### src/rtl/gate_chk_pkg.sv
// Purpose : shared types and constants for the 2-input gate response checker.
// Latency : n/a (declarations only).
// Backpressure: n/a.
package gate_chk_pkg;

  // {a,b} vector width and internal counter widths.
  localparam int VEC_W    = 2;
  localparam int SETTLE_W = 4;   // holds settle counts 0..15
  localparam int PASS_W   = 8;   // holds sweep counts 1..255

  // Expected-y truth tables, bit index = {a,b}.
  localparam logic [3:0] TT_AND  = 4'b1000;
  localparam logic [3:0] TT_OR   = 4'b1110;
  localparam logic [3:0] TT_NOR  = 4'b0001;
  localparam logic [3:0] TT_NAND = 4'b0111;
  localparam logic [3:0] TT_XOR  = 4'b0110;
  localparam logic [3:0] TT_XNOR = 4'b1001;

  typedef enum logic [2:0] {
    ST_IDLE  = 3'd0,
    ST_APPLY = 3'd1,
    ST_WAIT  = 3'd2,
    ST_CHECK = 3'd3,
    ST_DONE  = 3'd4
  } state_e;

  // Expected gate output for one input vector.
  function automatic logic expected_y(input logic [3:0] tt, input logic [VEC_W-1:0] vec);
    return tt[vec];
  endfunction

endpackage

### src/rtl/gate_chk_settle_timer.sv
// Purpose : loadable down-counter flagging the last settle cycle.
// Latency : load takes effect on the next clock; tc_o is combinational from the count.
// Backpressure: none; dec_i is ignored when the count is already zero.
// Ports: clk/rst_n clock and async reset; load_i/load_val_i load the count;
//        dec_i decrements by one; tc_o is high while the count equals 1.
module gate_chk_settle_timer
  import gate_chk_pkg::*;
#(
  parameter int W = SETTLE_W
) (
  input  logic         clk,
  input  logic         rst_n,
  input  logic         load_i,
  input  logic [W-1:0] load_val_i,
  input  logic         dec_i,
  output logic         tc_o
);

  logic [W-1:0] cnt_q;
  logic [W-1:0] cnt_d;

  always_comb begin
    cnt_d = cnt_q;
    if (load_i) begin
      cnt_d = load_val_i;
    end else if (dec_i && (cnt_q != '0)) begin
      cnt_d = cnt_q - W'(1);
    end
  end

  always_ff @(posedge clk or negedge rst_n) begin
    if (!rst_n) begin
      cnt_q <= '0;
    end else begin
      cnt_q <= cnt_d;
    end
  end

  // Terminal count at 1 so the owner leaves WAIT after exactly the loaded count.
  assign tc_o = (cnt_q == W'(1));

endmodule

### config.mk
export PLATFORM = sky130hd
export DESIGN_NAME = gate_chk_settle_timer
export DESIGN_NICKNAME = d
export VERILOG_FILES = /design/src/rtl/gate_chk_pkg.sv /design/src/rtl/gate_chk_settle_timer.sv
export SDC_FILE = /design/constraint.sdc
export NUM_CORES = 1
export LEC_CHECK = 0
export CAP_MARGIN = 40
export CORE_AREA = 2 2 39 41
export DETAILED_ROUTE_END_ITERATION = 10
export DIE_AREA = 0 0 41 43
export PLACE_DENSITY = 0.42
export SLEW_MARGIN = 20
export SYNTH_ARGS = -nofsm -noshare
export SYNTH_HDL_FRONTEND = slang
export SYNTH_SLANG_ARGS = --single-unit
### constraint.sdc
create_clock -name clk -period 3.6 [get_ports clk]
set_input_delay 0.36 -clock clk [delete_from_list [all_inputs] [get_ports clk]]
set_output_delay 0.36 -clock clk [all_outputs]
set_load 0.02 [all_outputs]
==> results.yml <==
clock_tree:
  ctsResizeCount: 0
  cts_made_buffers: 3
  clk_latency_ns: 0.23
  postCtsHoldBufs: 0
  clock-sinks: 4
  ctsHtreeMaxLevel: 1
  cts_root_buffer: "clkbuf_4"
  clk_pin_slew_ns: 0.04
  clk_path_buf_depth: 2
  cts_tree: "built"
  cts_setup_buffers: 0
critical_path:
  reg2reg_from: "cnt_q[0]"
  required_ns: 3.24
  r2r_setup_slack_ns: 2.04
  worst_r2r_path_depth: 5
  crit_end: "tc_o"
  worstSetupStartpoint: "cnt_q[1]"
  end_kind: "output pin"
  critical_path_arrival_ns: 1.65
  r2r_end: "cnt_q[1]"
  criticalPathCategory: "reg2out"
  worst_setup_path_start_kind: "register"
  crit_fanout: 3
route:
  vias: 249
  drt-initial-drc-count: 1
  wl_per_cell_microns: 10.3
  viasPerCell: 4.53
  drt_pass1_iterations: 2
  drc: 0
  antenna_left: 0
  drt_wl_total_microns: 565
finish:
  fin_util_pct: 28.8
  largest_register_ffs: 4
  reg.largest.list: "cnt_q: 4 flops"
  regMostFlops: "cnt_q"
  drive_gt1_share_pct: 12.8
  insertedDiodeCount: 0
  syn2layout_area_growth_pct: 40.7
  nets: 51
  fill_cells: 157
  fin_cells: 55
grt:
  grt_use_met2_pct: 11.3
  overflow: 0
  grt_max_degree: 12
  grt_pass1_vias: 226
  grt_use_met3_pct: 3.14
  antenna_found_initial: 0
  busiest_layer: "met2"
  grt_pass1_wl_microns: 945
  grt_usage_pct: 8.68
  grt_use_met1_pct: 9.48
run_status:
  status: "finished, final reports clean"
logic_synthesis:
  netlist_area_sq_um: 283
  ys_seq_area_share_pct: 35.4
  synth_seq_cells: 4
  yosysWarnings: 0
  synthDistinctLibCells: 17
  syn_avg_cell_area_sq_um: 9.75
  synth.area.top_cells: "dfrtp_1, ha_1, nor3b_1"
  yosys.area.top_type_share_pct: 35.4
  synth_area_leader_cell: "dfrtp_1"
  syn_nets: 39
  synthArstFlopShare_pct: 100
  syn-instance-count: 29
  synth_common_cells: "dfrtp_1, nand2_1, nor3b_1"
  synth_ff_type: "dfrtp_1"
  synth_edf_count: 0
job:
  drv_cap: 0
sta:
  period_minus_slack_ns: 2.01
  fmaxAchievable_mhz: 499
  tightestPinTransition_ns: 0.352
  hold_slack_ns: 0.328
  slew_viol_final: 0
  slew_headroom_pct: 76.5
  period_share_pct: 55.7
  fin_worst_skew_ns: 0.00105
  setup_viol: 0
  hold_viol_final: 0
  rsz0062_at_grt: "no"
  tns_ns: 0
die:
  start_util_pct: 20.4
  ios: 9
  rows: 14
  die-area_sq_mm: 0.00176
  die_h_microns: 43
  die_w_microns: 41
  core_area_sq_mm: 0.00138
power:
  power_density_mw_per_mm2: 379
  peakVddDrop_uv: 163
  p_leak_nw: 0.167
  finalPower_w: 0.000151
placement:
  hpwl_microns: 452
  portBuffers: 8
  gp_congestion: 0.735
  dp_cells: 52
hold_path:
  hold_class: "in2async"
logic make-up (layout without fill, tap and decap cells):
kind of cell,count (synthesis),count (layout),synth area share (%)
buf+inv,3,13,5.31
fa+ha+maj,2,2,8.85
mux,1,1,3.54
compound gates,7,7,16.8
simple gates,12,12,30.1
flops,4,4,35.4
metrics by stage:
stage | cell area (sq um) | setup WS (ns)
floorplan | 283 | 2.14
global placement | 375 | 1.84
detailed placement | 375 | 1.83
CTS | 398 | 1.57
global route | 398 | 1.47
finish | 398 | 1.59
cell usage in the layout, fill, tap and decap left out, types with 2 or more instances in the layout:
cell type,Yosys,routed
nand2_1,4,4
nor3b_1,3,3
dfrtp_1,4,4
o21ai_1,2,2
clkbuf_4,0,3
a21oi_1,2,2
clkdlybuf4s50_1,0,8
ha_1,2,2
inv_1,2,2
layer usage:
metal  vias up  wire, microns  share of wire, %
li1        128              -                 -
met1       118            258                46
met2         3            291                52
met3         0             15               2.7
met4         0              0                 0
met5         -              0                 0
power by group:
group	switching, W	leakage, nW	total (W)	internal, W
combinational	0.0000168	0.105	0.0000395	0.0000227
clock	0.0000162	0.0138	0.0000533	0.0000371
sequential	0.00000714	0.0483	0.0000582	0.0000510
total	0.0000401	0.167	0.000151	0.000111
area by class of cell:
class                      count  area, sq um  share of cell area, %
clock buffer                   3         22.5                   5.66
inverter                       2         7.51                   1.89
multi-input combinational     22          168                   42.1
sequential                     4          100                   25.2
tap                           16         20.0                   5.03
timing repair buffer           8         80.1                   20.1
how the worst min path moves through the flow:
stage	from	end	cells after the start	slack [ns]
CTS	rst_n	cnt_q[3]	1	0.32
global placement	rst_n	cnt_q[2]	1	0.57
floorplan	rst_n	cnt_q[0]	0	0.06
finish	rst_n	cnt_q[2]	1	0.33
global route	rst_n	cnt_q[1]	1	0.32
detailed placement	rst_n	cnt_q[3]	1	0.57
worst max-delay path, cell delays in order, from the launching register on:
cell	delay (ns)
dfrtp_1	0.39
inv_1	0.08
ha_1	0.13
nor3b_1	0.18
clkdlybuf4s50_1	0.63
Power figures use the tool's default switching activity.
